==> src/rtl/prim_xor_tree_pipe.sv <==
// Balanced XOR reduction of NumIn masked operands with an optional register per tree
// level, a collapsing valid/ready pipeline and a synchronous flush.
module prim_xor_tree_pipe #(
  parameter int unsigned Width    = 32,
  parameter int unsigned NumIn    = 4,
  parameter bit          Pipeline = 1'b1
) (
  input  logic                   clk_i,
  input  logic                   rst_ni,
  input  logic                   clear_i,
  input  logic                   valid_i,
  output logic                   ready_o,
  input  logic [NumIn*Width-1:0] data_i,
  input  logic [NumIn-1:0]       mask_i,
  output logic                   valid_o,
  input  logic                   ready_i,
  output logic [Width-1:0]       data_o,
  output logic                   busy_o
);

  localparam int unsigned Depth     = $clog2(NumIn);
  localparam int unsigned NumStages = Pipeline ? Depth : 1;
  localparam int unsigned Leaves    = 1 << Depth;
  localparam int unsigned Nodes     = Leaves / 2;

  // Every stage keeps a full row of Nodes words; rows past the live node count stay zero.
  (* keep = "true" *) logic [Width-1:0] d_q [NumStages][Nodes];
  logic [NumStages-1:0] v_q, v_d;
  logic [NumStages-1:0] free, adv;
  logic                 accept;

  logic [Width-1:0] leaf  [Leaves];
  logic [Width-1:0] lvl   [Depth][Nodes];
  logic [Width-1:0] st_in [NumStages][Nodes];

  for (genvar k = 0; k < Leaves; k++) begin : g_leaf
    if (k < NumIn) begin : g_op
      assign leaf[k] = data_i[k*Width +: Width] & {Width{mask_i[k]}};
    end else begin : g_pad
      assign leaf[k] = '0;
    end
  end

  // lvl[l-1] is tree level l; with Pipeline its source is the previous stage register.
  for (genvar l = 1; l <= Depth; l++) begin : g_lvl
    for (genvar n = 0; n < Nodes; n++) begin : g_node
      if (n >= (Leaves >> l)) begin : g_zero
        assign lvl[l-1][n] = '0;
      end else if (l == 1) begin : g_leaf_pair
        assign lvl[0][n] = leaf[2*n] ^ leaf[2*n+1];
      end else if (Pipeline) begin : g_reg_pair
        assign lvl[l-1][n] = d_q[l-2][2*n] ^ d_q[l-2][2*n+1];
      end else begin : g_comb_pair
        assign lvl[l-1][n] = lvl[l-2][2*n] ^ lvl[l-2][2*n+1];
      end
    end
  end

  for (genvar s = 0; s < NumStages; s++) begin : g_st_in
    for (genvar n = 0; n < Nodes; n++) begin : g_node
      assign st_in[s][n] = lvl[Pipeline ? s : Depth-1][n];
    end
  end

  // Back-to-front advance chain; ready_o is combinational from ready_i.
  always_comb begin
    // NOTE: every always_comb output gets a default first so no path can infer a latch.
    adv  = '0;
    free = '0;
    adv[NumStages-1]  = v_q[NumStages-1] & ready_i;
    free[NumStages-1] = ~v_q[NumStages-1] | adv[NumStages-1];
    for (int s = NumStages - 2; s >= 0; s--) begin
      adv[s]  = v_q[s] & free[s+1];
      free[s] = ~v_q[s] | adv[s];
    end
  end

  assign ready_o = free[0];
  assign accept  = valid_i & ready_o;

  always_comb begin
    v_d    = v_q;
    v_d[0] = accept | (v_q[0] & ~adv[0]);
    for (int s = 1; s < NumStages; s++) begin
      v_d[s] = adv[s-1] | (v_q[s] & ~adv[s]);
    end
    if (clear_i) begin
      v_d = '0;
    end
  end

  always_ff @(posedge clk_i or negedge rst_ni) begin
    if (!rst_ni) begin
      // NOTE: non-blocking assignments for all state so every stage samples pre-edge values.
      v_q <= '0;
      // NOTE: the stage data array is reset too so data_o reads zero out of reset.
      for (int s = 0; s < NumStages; s++) begin
        for (int n = 0; n < Nodes; n++) begin
          d_q[s][n] <= '0;
        end
      end
    end else begin
      v_q <= v_d;
      if (accept && !clear_i) begin
        for (int n = 0; n < Nodes; n++) begin
          d_q[0][n] <= st_in[0][n];
        end
      end
      for (int s = 1; s < NumStages; s++) begin
        if (adv[s-1] && !clear_i) begin
          for (int n = 0; n < Nodes; n++) begin
            d_q[s][n] <= st_in[s][n];
          end
        end
      end
    end
  end

  assign valid_o = v_q[NumStages-1];
  assign data_o  = d_q[NumStages-1][0];
  assign busy_o  = |v_q;

  // Handshake stability on both sides of the block.
  property p_in_hold;
    @(posedge clk_i) disable iff (!rst_ni)
      valid_i && !ready_o |=> valid_i && $stable(data_i) && $stable(mask_i);
  endproperty
  a_in_hold: assert property (p_in_hold);

  property p_out_hold;
    @(posedge clk_i) disable iff (!rst_ni)
      valid_o && !ready_i && !clear_i |=> valid_o && $stable(data_o);
  endproperty
  a_out_hold: assert property (p_out_hold);

endmodule

==> config.mk <==
export PLATFORM = sky130hd
export DESIGN_NAME = prim_xor_tree_pipe
export DESIGN_NICKNAME = d
export VERILOG_FILES = /design/src/rtl/prim_xor_tree_pipe.sv
export SDC_FILE = /design/constraint.sdc
export NUM_CORES = 1
export LEC_CHECK = 0
export BUFFER_PORTS_ARGS = -buffer_cell sky130_fd_sc_hd__buf_2
export CAP_MARGIN = 20
export CORE_UTILIZATION = 30
export DETAILED_ROUTE_END_ITERATION = 7
export GPL_ROUTABILITY_DRIVEN = 0
export SETUP_SLACK_MARGIN = 0.2
export SLEW_MARGIN = 20
export SYNTH_ARGS = -nofsm -noshare
export SYNTH_HDL_FRONTEND = slang
export SYNTH_SLANG_ARGS = --single-unit
==> constraint.sdc <==
create_clock -name clk_i -period 4.1 [get_ports clk_i]
set_input_delay 0 -clock clk_i [delete_from_list [all_inputs] [get_ports clk_i]]
set_output_delay 0 -clock clk_i [all_outputs]
set_load 0.01 [all_outputs]
== After elaboration in Yosys (flattened, before gate mapping) ==
Cells that the tools add are included.

* Register bits: 98
* Input bits: 137
* Output and inout port bits: 35
* Word-level logic and storage cells: 29

* Mux-type cells: 1
* Bitwise gates (word level): 20
* Reduce and logical (&&, ||, !) cells: 4

{| class="wikitable"
|+ Operators by type and width
! operator !! count
|-
| $and A32 B32 Y32 || 4
|-
| $xor A32 B32 Y32 || 3
|-
| $and A1 B1 Y1 || 5
|-
| $not A1 Y1 || 4
|-
| $or A1 B1 Y1 || 4
|-
| $logic_and A1 B1 Y1 || 2
|-
| $mux W2 || 1
|-
| $reduce_or A2 Y1 || 1
|-
| $logic_not A1 Y1 || 1
|}

== Depth between registers and ports, before layout ==
* Depth after elaboration: 7
* Mapped depth: 5
* Mapped depth without buffers: 3

== Worst setup path before layout ==
Ideal clock, no wire load.

* Kind: flip-flop to flip-flop
* Start: register v_q[1]
* End: register d_q (netlist bit data_o[10])
* Setup time: 125 ps
* Data arrival time: 1380 ps
* Required time: 3975 ps
* Path slack: 2595 ps
* Stages on the path, launching flop included: 5
* Path buffers: 1
* Period minus slack after synthesis: 1505 ps
* Cells stage by stage: dfrtp_1 > nor2b_4 > nor3b_4 > buf_6 > mux2_2

* Cells in the longest elaborated chain, start to end: 4
* Elaborated cells between the ends (all ways): 5
* Classes of those cells: 4 x bitwise; 1 x reduce/logical

{| class="wikitable"
|+ Ends and longest elaborated chain
! what !! RTL line !! RTL
|-
| start, declared || 28 || <nowiki>logic [NumStages-1:0] v_q, v_d;</nowiki>
|-
| start signal, assigned || 103 || <nowiki>v_q <= v_d;</nowiki>
|-
| $and A1 B1 Y1 / $not A1 Y1 (equally long branches) || 70, 71 ||
|-
| $or A1 B1 Y1 * || 71 || <nowiki>free[NumStages-1] = ~v_q[NumStages-1] | adv[NumStages-1];</nowiki>
|-
| $and A1 B1 Y1 * || 73 || <nowiki>adv[s] = v_q[s] & free[s+1];</nowiki>
|-
| $logic_and A1 B1 Y1 * || 110 || <nowiki>if (adv[s-1] && !clear_i) begin</nowiki>
|-
| end signal, assigned by index || 106 || <nowiki>d_q[0][n] <= st_in[0][n];</nowiki>
|-
| end signal, assigned by index || 112 || <nowiki>d_q[s][n] <= st_in[s][n];</nowiki>
|-
| end, declared || 27 || <nowiki>(* keep = "true" *) logic [Width-1:0] d_q [NumStages][Nodes];</nowiki>
|}

Every way passes the cells marked *; elsewhere a longest branch is shown, timed or not.
A chain may end at the register's enable or synchronous reset.

== Worst setup path in the final report ==
* Start: register v_q[1]
* End: register d_q[102] (netlist bit)

* Cells in the longest elaborated chain, start to end: 6
* Elaborated cells between the ends (all ways): 7
* Classes of those cells: 6 x bitwise; 1 x reduce/logical

{| class="wikitable"
|+ Ends and longest elaborated chain
! what !! RTL line !! RTL
|-
| $and A1 B1 Y1 / $not A1 Y1 (equally long branches) || 70, 71 ||
|-
| $or A1 B1 Y1 * || 71 ||
|-
| $and A1 B1 Y1 * || 73 ||
|-
| $or A1 B1 Y1 * || 74 || <nowiki>free[s] = ~v_q[s] | adv[s];</nowiki>
|-
| $and A1 B1 Y1 * || 79 || <nowiki>assign accept = valid_i & ready_o;</nowiki>
|-
| $logic_and A1 B1 Y1 * || 104 || <nowiki>if (accept && !clear_i) begin</nowiki>
|}

Marks and branches as above.

==> impl_metrics.py <==
metrics = {
    "global_routing": {
        "grt_start_max_net_pins": 53,
        "grt-ovfl-total": 0,
        "antenna_found_initial": 0,
        "grtUsageTotal_pct": 13.0,
        "grt_pass1_vias": 3725,
        "grt_pass1_wl_um": 19300,
    },
    "clock_network": {
        "cts-root-buf": "clkbuf_16",
        "cts.path.max_buffers": 2,
        "numClockSinks": 98,
        "h-tree-depth": 3,
        "cts_tree": "done",
        "cts_inserted_buffers": 9,
        "clk_latency_ns": 0.35,
        "post_cts_resized": 0,
        "clk_pin_slew_worst_paths_ns": 0.07,
    },
    "critical_path": {
        "worstRegToRegCells": 5,
        "cp-end-kind": "register",
        "critical_path_arrival_ns": 2.28,
        "crit_path_max_fanout": 28,
        "rr_endpoint": "d_q[102]",
        "start_kind": "register",
        "reg2reg_slack_ns": 2.05,
        "crit_type": "reg -> reg",
        "required_ns": 4.34,
        "regToRegStartpoint": "v_q[1]",
    },
    "routing": {
        "drt-pass1-iter-count": 6,
        "wl_per_cell_um": 14.0,
        "vias": 3565,
        "totalWireLength_um": 11900,
        "remaining_drc_errors": 9,
        "drt_iter0_drc": 149,
        "vias_per_cell": 4.19,
        "ant_nets": 0,
    },
    "placement": {
        "dpl_cell_area_um2": 6340,
        "port-buffer-count": 171,
        "dp.cells": 830,
        "hpwl_um": 7860,
        "pre_cts_slack_ns": 1.75,
    },
    "floorplan": {
        "ios": 172,
        "die-height_um": 139,
        "start_util_pct": 31.0,
        "core-area_um2": 18200,
        "num_rows": 49,
        "die_w_um": 139,
        "die_area_um2": 19400,
    },
    "power_and_ir_drop": {
        "pwr_density_cell_nw_per_um2": 489,
        "peakVddDrop_mv": 0.190,
        "p_leak_nw": 3.46,
    },
    "timing": {
        "slew_violations": 0,
        "setup_viol": 0,
        "period_share_pct": 49.9,
        "finClkSkew_ns": 0.00581,
        "worst_pin_slew_ns": 0.737,
        "rsz0062_at_grt": "no",
        "fmax_mhz": 489,
        "post-route-min-period_ns": 2.05,
        "setup_tns_ns": 0,
        "finalHoldViolCount": 0,
        "fin_hold_ws_ns": 0.0687,
        "maxSlewHeadroom_pct": 50.9,
        "layout_setup_ws_ns": 2.05,
    },
    "worst_hold_path": {
        "min_to": "d_q[68]",
        "hold_path_depth": 4,
        "hp-class": "in -> reg",
        "hold_start": "data_i[68]",
    },
    "final_layout": {
        "nFillCells": 1816,
        "drive_above_1_share_pct": 46.9,
        "diodes": 0,
        "syn_to_final_growth_pct": 19.4,
        "stdcell_area_um2": 6740,
        "fin_nets": 754,
        "fin_cells": 850,
    },
    "yosys": {
        "yosysWarningCount": 0,
        "avgSynthCellArea_um2": 11.7,
        "synthesis.area_um2": 5650,
        "syn_inst": 481,
        "synth_nets": 618,
    },
    "outcome": {
        "outcome": "complete, but fails checks",
        "failed_checks": "DRC",
    },
    "run": {
        "maxCapViolCount": 0,
    },
}
## placed cells by master, fill, tap and decap left out
cell type	n
buf_2	170
nand2_1	128
dfrtp_1	98
xor2_1	96
mux2_4	60
mux2_2	36
clkbuf_16	9
dlygate4sd3_1	4
buf_4	4
bufinv_16	3
nand3b_4	2
nor2_1	2
inv_1	1
a21oi_1	1
or2_2	1
nor2b_4	1
nor3b_4	1
clkinv_2	1
clkbuf_8	1
clkinvlp_4	1
buf_12	1
## sequential cells by signal, summed over array words and instances (netlist names)
signal,cells
data_o,32
v_q,2
d_q,64
## critical path, cell delays in order (launching register included)
cell and delay, ns:
dfrtp_1 0.43, nand3b_4 0.12, nand3b_4 0.42, buf_12 0.37, buf_4 0.25, mux2_4 0.31
## report_power, final
group	internal, mW	switching [mW]
clock network	0.608	0.366
logic	0.528	0.379
registers	1.25	0.168
## timing repair
item                      CTS  global route
hold buffers                4             0
buffers inserted            0             0
hold endpoints to repair   53             0
## through the flow
step | power (mW) | utilization [%]
final | 3.30 | 37.0
after global routing | 3.50 | 37.0
after CTS | 3.37 | 36.9
after detailed placement | 2.36 | 34.8
after global placement | 2.34 | 34.8
after floorplan | 2.23 | -
## layer usage
layer  vias up  GRT usage [%]  wire length (um)
li1       1775              -                 -
met1      1677           17.0              5680
met2       102           20.8              5500
met3        11           3.23               511
met4         0           4.97               176
met5         -              0                 0
## worst max-delay path by stage
stage                  to  startpoint  slack (ns)
4_1_cts           d_q[68]      v_q[0]        1.75
3_5_place_dp      d_q[66]      v_q[0]        1.75
5_1_grt          d_q[102]      v_q[0]        1.95
3_3_place_gp      d_q[68]      v_q[0]        1.78
6_report         d_q[102]      v_q[1]        2.05
2_1_floorplan  data_o[10]      v_q[1]        2.60
## final cells by class
class                   count  area, um2  area share, %
clock buffers              10        239           3.54
clock inverters             5        103           1.52
inverters                   1       3.75         0.0557
multi-input cells         328       2720           40.3
flip-flops and latches     98       2450           36.4
well taps                 229        287           4.25
repair buffers            179        941           14.0
Power figures use the tool's default switching activity.
